**src/rtl/led_trail_pwm_if.sv**
```systemverilog
`default_nettype none
// +------------------------------------------------------------------------+
// | Module   : led_trail_pwm_if                                            |
// | Purpose  : Pattern/tick inputs and PWM LED outputs of led_trail_pwm.   |
// | Revision : 1.0  initial release                                        |
// +------------------------------------------------------------------------+

interface led_trail_pwm_if;
  logic       tick_in;
  logic [7:0] pattern_in;
  logic       enable;
  logic [7:0] led_out;
  logic       pwm_wrap;

  modport master (
    output tick_in,
    output pattern_in,
    output enable,
    input  led_out,
    input  pwm_wrap
  );

  modport slave (
    input  tick_in,
    input  pattern_in,
    input  enable,
    output led_out,
    output pwm_wrap
  );
endinterface

`default_nettype wire

```
**src/rtl/led_trail_pwm.sv**
```systemverilog
`default_nettype none
// +------------------------------------------------------------------------+
// | Module   : led_trail_pwm                                               |
// | Purpose  : Per-LED fading brightness driven by chaser steps, rendered  |
// |            through a free-running PWM counter. LED_GAMMA_EN selects a  |
// |            squared brightness curve for the compare.                   |
// | Revision : 1.0  initial release                                        |
// +------------------------------------------------------------------------+

module led_trail_pwm #(
  parameter int BW          = 4,
  parameter int DECAY_SHIFT = 1
) (
  input  wire logic      clk,
  input  wire logic      reset,
  led_trail_pwm_if.slave bus
);

  localparam int            NLED      = 8;
  localparam logic [BW-1:0] MAX_LEVEL = {BW{1'b1}};
  localparam logic [BW-1:0] CNT_LAST  = BW'((1 << BW) - 2);

  // tick_in is asynchronous: two flops to synchronize, a third for edge detect
  logic s1_q, s2_q, s3_q;
  logic step;

  always_ff @(posedge clk or posedge reset) begin
    if (reset) begin
      s1_q <= 1'b0;
      s2_q <= 1'b0;
      s3_q <= 1'b0;
    end else begin
      s1_q <= bus.tick_in;
      s2_q <= s1_q;
      s3_q <= s2_q;
    end
  end

  assign step = s2_q & ~s3_q;

  logic [BW-1:0] cnt_q, cnt_d;
  logic          wrap_q, wrap_d;
  logic [NLED-1:0] lit;
  logic [NLED-1:0] led_q, led_d;

  for (genvar i = 0; i < NLED; i++) begin : g_led
    logic [BW-1:0] level_q, level_d;
    logic [BW-1:0] eff_level;

    always_comb begin
      level_d = level_q;
      if (step) begin
        level_d = bus.pattern_in[i] ? MAX_LEVEL : (level_q >> DECAY_SHIFT);
      end
    end

    always_ff @(posedge clk or posedge reset) begin
      if (reset) begin
        level_q <= '0;
      end else begin
        level_q <= level_d;
      end
    end

`ifdef LED_GAMMA_EN
    logic [2*BW-1:0] square;

    // Pin full scale to MAX so a lit LED stays on for the whole period
    assign square    = {{BW{1'b0}}, level_q} * {{BW{1'b0}}, level_q};
    assign eff_level = (level_q == MAX_LEVEL) ? MAX_LEVEL : square[2*BW-1:BW];
`else
    assign eff_level = level_q;
`endif

    assign lit[i] = (eff_level > cnt_q);
  end

  always_comb begin
    cnt_d  = (cnt_q == CNT_LAST) ? '0 : cnt_q + 1'b1;
    wrap_d = (cnt_q == CNT_LAST);
    led_d  = bus.enable ? lit : '0;
  end

  always_ff @(posedge clk or posedge reset) begin
    if (reset) begin
      cnt_q  <= '0;
      wrap_q <= 1'b0;
      led_q  <= '0;
    end else begin
      cnt_q  <= cnt_d;
      wrap_q <= wrap_d;
      led_q  <= led_d;
    end
  end

  assign bus.led_out  = led_q;
  assign bus.pwm_wrap = wrap_q;

endmodule

`default_nettype wire

```
**src/flat_wrapper.sv**
```systemverilog
// flat-port wrapper written by rule: the top's interface ports become plain ports
module led_trail_pwm_flat 
#(
  parameter int BW          = 4,
  parameter int DECAY_SHIFT = 1
)
  (clk, reset, bus_tick_in, bus_pattern_in, bus_enable, bus_led_out, bus_pwm_wrap);
  led_trail_pwm_if bus_i ();
  input  wire logic clk;
  input  wire logic reset;
  input wire logic [$bits(bus_i.tick_in)-1:0] bus_tick_in;
  input wire logic [$bits(bus_i.pattern_in)-1:0] bus_pattern_in;
  input wire logic [$bits(bus_i.enable)-1:0] bus_enable;
  output wire logic [$bits(bus_i.led_out)-1:0] bus_led_out;
  output wire logic [$bits(bus_i.pwm_wrap)-1:0] bus_pwm_wrap;
  assign bus_i.tick_in = bus_tick_in;
  assign bus_i.pattern_in = bus_pattern_in;
  assign bus_i.enable = bus_enable;
  assign bus_led_out = bus_i.led_out;
  assign bus_pwm_wrap = bus_i.pwm_wrap;
  led_trail_pwm #(.BW(BW), .DECAY_SHIFT(DECAY_SHIFT)) u_core (.clk(clk), .reset(reset), .bus(bus_i));
endmodule
```
**config.mk**
```make
export PLATFORM = sky130hd
export DESIGN_NAME = led_trail_pwm_flat
export DESIGN_NICKNAME = d
export VERILOG_FILES = /design/src/rtl/led_trail_pwm_if.sv /design/src/rtl/led_trail_pwm.sv /design/src/flat_wrapper.sv
export SDC_FILE = /design/constraint.sdc
export NUM_CORES = 1
export LEC_CHECK = 0
export BUFFER_PORTS_ARGS = -buffer_cell sky130_fd_sc_hd__buf_2
export CORE_ASPECT_RATIO = 0.9
export CORE_MARGIN = 3
export CORE_UTILIZATION = 55
export CTS_BUF_LIST = sky130_fd_sc_hd__clkbuf_8
export DETAILED_ROUTE_END_ITERATION = 12
export GPL_TIMING_DRIVEN = 1
export PLACE_DENSITY = 0.77
export RECOVER_POWER = 100
export SYNTH_ARGS = -nofsm -noshare
export SYNTH_HDL_FRONTEND = slang
export SYNTH_SLANG_ARGS = --single-unit
```
**constraint.sdc**
```tcl
create_clock -name clk -period 1.3 [get_ports clk]
set_input_delay 0.195 -clock clk [delete_from_list [all_inputs] [get_ports clk]]
set_output_delay 0.195 -clock clk [all_outputs]
set_load 0.02 [all_outputs]
```
## Yosys cells after proc, flatten, opt, wreduce, memory -nomap -nowiden

Index checks and enable logic that the tools add are counted.

| word-level totals | value |
|---|---|
| flip-flop bits (word level) | 48 |
| latch bits | 0 |
| memory bits (writable) | 0 |
| bits in read-only memories | 0 |
| input port bits | 12 |
| output and inout port bits | 9 |
| logic and storage cells | 36 |
| memories kept | 0 |

| cells by class | value |
|---|---|
| add/subtract/negate cells | 1 |
| multipliers | 0 |
| div/mod/pow operators | 0 |
| magnitude comparators | 8 |
| equal/unequal tests | 1 |
| shift operators | 0 |
| multiplexer cells | 10 |
| bitwise operators | 2 |
| reductions and logical operators | 0 |

Operators with widths:

| cell | count |
|---|---|
| 4-bit 2-to-1 mux | 9 |
| 4-bit greater-than comparator | 8 |
| 8-bit 2-to-1 mux | 1 |
| 4-bit by 1-bit adder with 4-bit output, second input constant | 1 |
| 4-bit == test, second input constant | 1 |
| 1-bit bitwise AND | 1 |
| 1-bit NOT | 1 |

## Depth between registers and ports, before layout

| logic depth | value |
|---|---|
| depth after elaboration | 2 |
| depth in mapped cells | 5 |
| gate-level depth less buffers | 5 |

## Worst setup path after synthesis

Ideal clock, no wire load.

| path | value |
|---|---|
| kind | reg2reg |
| start | register u_core.cnt_q[1] |
| end | register u_core.led_q[0], in the netlist u_core.bus.led_out[0] |
| library setup time | 127 ps |
| arrival time | 1239 ps |
| required time | 1173 ps |
| slack | -65 ps |
| cell stages (with the launch flop) | 6 |
| path buffers | 0 |
| period minus slack after synthesis | 1365 ps |
| cells stage by stage | dfrtp_1 inv_1 ha_1 nor2b_1 o211ai_1 a21oi_1 |

| on the way | value |
|---|---|
| word-level cells in the longest chain between the ends | 2 |

RTL lines:

| element | RTL line | RTL |
|---|---|---|
| start, declared | led_trail_pwm.sv:41 | `logic [BW-1:0] cnt_q, cnt_d;` |
| start signal, assigned | led_trail_pwm.sv:90 | `cnt_q <= cnt_d;` |
| 4-bit greater-than comparator | led_trail_pwm.sv:75 | `assign lit[i] = (eff_level > cnt_q);` |
| 8-bit 2-to-1 mux | led_trail_pwm.sv:81 | `led_d = bus.enable ? lit : '0;` |
| via u_core.led_d[0] | led_trail_pwm.sv:44 | `logic [NLED-1:0] led_q, led_d;` |
| end signal, assigned | led_trail_pwm.sv:92 | `led_q <= led_d;` |
| end, declared | led_trail_pwm.sv:44 |  |

The timed path passes the listed nets, and every way through them passes these cells.
A chain may end at the register's enable or synchronous reset.

## Final worst setup path

| path | value |
|---|---|
| start | register u_core.cnt_q[3] |
| end | register u_core.led_q[2], in the netlist u_core.bus.led_out[2] |

Same word-level chain as after synthesis.

==> run summary <==
Initial antenna violation count: 0
Clock skew: 0.00703 ns
Post-Synthesis Cells: 231
Mux cell area share after synthesis: 0.0404
Post-DR vias/cell: 5.54
Fin area: 2950 µm²
Port bufs: 20
Simple-gate portion of the synthesized area: 0.134
Setup WS post-layout: -0.105 ns
GPL Wtd Cong: 0.721
Worst endpoint data arrival time: 1.62 ns
Number of global-route vias before repair: 1816
Hold Crit Class: input pin to flop
Ys Warns: 0
Worst-margin pin slew: 0.625 ns
Setup_tns: -0.429 ns
Final net count: 321
Total global-route track usage: 0.215
Leading cell types in the layout, fill and taps excluded: 45 x dfrtp_1, 26 x nand2_1, 24 x a21oi_1, 24 x ha_1, 20 x o21ai_0
GRT overflow: 0
Filler cell count: 313
P_leak: 1.41 nW
TritonCTS buffer count: 5
Cell Area, Synth: 2410 µm²
Worst reg2reg path startpoint: u_core.cnt_q[3]$_DFF_PP0_
HPWL after detailed placement: 3.21 mm
EDFF count, synth: 0
Sink Count: 48
CTS root buffer: clkbuf_8
Grt met3 use: 0.0565
Detail Route Antenna Nets: 0
Post-synth top area cell: dfrtp_1
R2R cell count: 5
Power per cell area: 1150 nW/µm²
Endpoints failing hold: 0
First-pass GRT wire length: 8.18 mm
Setup violators final: 8
Via count: 1866
Main flop type after synthesis: dfrtp_1
Failing checks: setup timing
Clock latency on the worst-skew pair: 0.30 ns
Synth unique cells: 22
Setup crit start: u_core.cnt_q[3]$_DFF_PP0_
DIE HEIGHT: 68.8 µm
IO Count: 21
Sequential cell area: 1200 µm²
Layout cell share with drive strength beyond 1: 0.238
#FFs+latches synth: 48
Crit share post-route: 1.08
Syn_nets: 275
CP Capture Type: flop
Crit Reg-Reg Endpoint: u_core.bus.led_out[2]$_DFF_PP0_
Core box area: 4160 µm²
Fmax: 712 MHz
Antenna Cells: 0
FFs w/ async S/R, synth: 1.00
Clk slew on worst S/H paths: 0.09 ns
Commonest non-fill, non-tap cell in the layout: dfrtp_1
DRC: 0
Final max-slew violation count: 0
Final min period: 1.41 ns
Max cap viols: 0
Row cnt: 22
CP endpoint: u_core.bus.led_out[2]$_DFF_PP0_
Met1 Usage GRT: 0.265
Yosys top cell area share: 0.498
Post-Route WL: 5.36 mm
XOR/XNOR Fraction of Synth Area: 0
DR WL/cell: 15.9 µm
Met2 usage: 0.368
H-tree levels: 2
GRT busiest layer: met2
Compound-gate portion of the synthesized area: 0.125
DIE AREA: 5220 µm²
Sequential-to-total area share from yosys stat: 0.498
RSZ-0062 raised after global routing: true
Synth Area per Inst: 10.4 µm²
Placed Area: 2660 µm²
WP data required: 1.52 ns
Post-layout util: 0.710
CTS tree: built
Synth Area in Adders: 0.166
Pre-antenna DRT Iters: 4
Area growth, synth to finish: 22.3%
CP Max Fanout: 3
Largest net degree at the start of global routing: 49
Max rail drop VDD: 0.000789 V
Multi-input gate area: 1260 µm²
Crit start category: flop
Starting Density: 0.581
Die width: 75.8 µm
CTS Buffer Depth: 2
Relative slew margins: 0.583
1st-iter DRT viols: 107
R2r setup slk: -0.11 ns
Largest cells by area after synthesis: dfrtp_1 50%, ha_1 17%, a21oi_1 5.0%, o21ai_0 4.1%, nand2_1 4.0%
Largest family of logic cells by synthesized area: adder cells
Setup CP Type: flop to flop
Status: finished with violations
registers in the layout, indices dropped and copies added, names as in the netlist:
register	count
u_core.s3_q	1
u_core.g_led.eff_level	32
u_core.s1_q	1
u_core.bus.led_out	8
u_core.s2_q	1
u_core.bus.pwm_wrap	1
u_core.cnt_q	4
metal layers:
metal | vias to the layer above | share of wire
li1 | 908 | -
met1 | 893 | 0.44
met2 | 48 | 0.49
met3 | 17 | 0.041
met4 | 0 | 0.026
met5 | - | 0
layout make-up:
| type | instances | share of cell area |
|---|---|---|
| Clock buffer | 5 | 0.0233 |
| Clock inverter | 2 | 0.00297 |
| Inverter | 12 | 0.0186 |
| Multi-Input combinational cell | 166 | 0.427 |
| Sequential cell | 48 | 0.408 |
| Tap cell | 60 | 0.0254 |
| Timing Repair Buffer | 42 | 0.0898 |
| Timing Repair inverter | 2 | 0.00508 |
power breakdown:
| part | switching (W) | total (W) | internal (W) |
|---|---|---|---|
| Clock | 0.000484 | 0.000843 | 0.000359 |
| Sequential | 0.000148 | 0.00183 | 0.00168 |
| Combinational | 0.000384 | 0.000719 | 0.000335 |
cells in the mapped netlist (2+ instances only):
cell type and number:
dfrtp_1 48, ha_1 32, nand2_1 26, a21oi_1 24
o21ai_0 20, nor2_1 16, inv_1 12, nand4_1 8
nor2b_1 8, nor3_1 8, o211ai_1 8, mux2_2 6
buf_2 3, buf_6 2, clkbuf_1 2, mux2_4 2
worst min-delay path by stage:
stage / from / endpoint / slack [ns] / depth (start not counted)
final: bus_pattern_in[1] / u_core.g_led[1].eff_level[3]$_DFFE_PP0P_ / 0.17 / 2
after global routing: bus_pattern_in[3] / u_core.g_led[3].eff_level[3]$_DFFE_PP0P_ / 0.18 / 2
after CTS: bus_pattern_in[3] / u_core.g_led[3].eff_level[3]$_DFFE_PP0P_ / 0.16 / 2
after detailed placement: reset / u_core.g_led[1].eff_level[3]$_DFFE_PP0P_ / 0.28 / 3
after global placement: reset / u_core.g_led[1].eff_level[1]$_DFFE_PP0P_ / 0.28 / 3
after floorplan: reset / u_core.bus.led_out[0]$_DFF_PP0_ / 0.22 / 1
worst max-delay path, stage by stage, from the launching register on:
cell,delay (ns)
dfrtp_2,0.44
clkinvlp_4,0.14
buf_4,0.16
ha_4,0.27
o211ai_1,0.12
a21oi_1,0.21
kinds of logic (layout without fill, tap and decap cells):
group / count (synthesis) / count (layout)
compound gates: 55 / 55
fa+ha+maj: 32 / 32
buf+inv: 19 / 63
flops: 48 / 48
mux: 8 / 8
simple gates: 69 / 71
per-stage QoR:
stage                     cells  hold WS [ns]  worst slack, ns  total power (W)
after floorplan             231         0.225           0.0386          0.00228
after global placement      317         0.278          -0.0506          0.00245
after detailed placement    317         0.276          -0.0820          0.00248
after CTS                   332         0.165          -0.0548          0.00337
after global routing        337         0.176           -0.115          0.00358
final                       337         0.167           -0.105          0.00339
what timing repair did:
item | CTS | global route
resized for setup | 11 | 9
hold endpoints to repair | 49 | 0
buffers inserted | 4 | 4
gates cloned | 2 | 2
hold buffers | 2 | 0
setup endpoints to repair | 8 | 19
pin swaps | 3 | 8
Power figures use the tool's default switching activity.
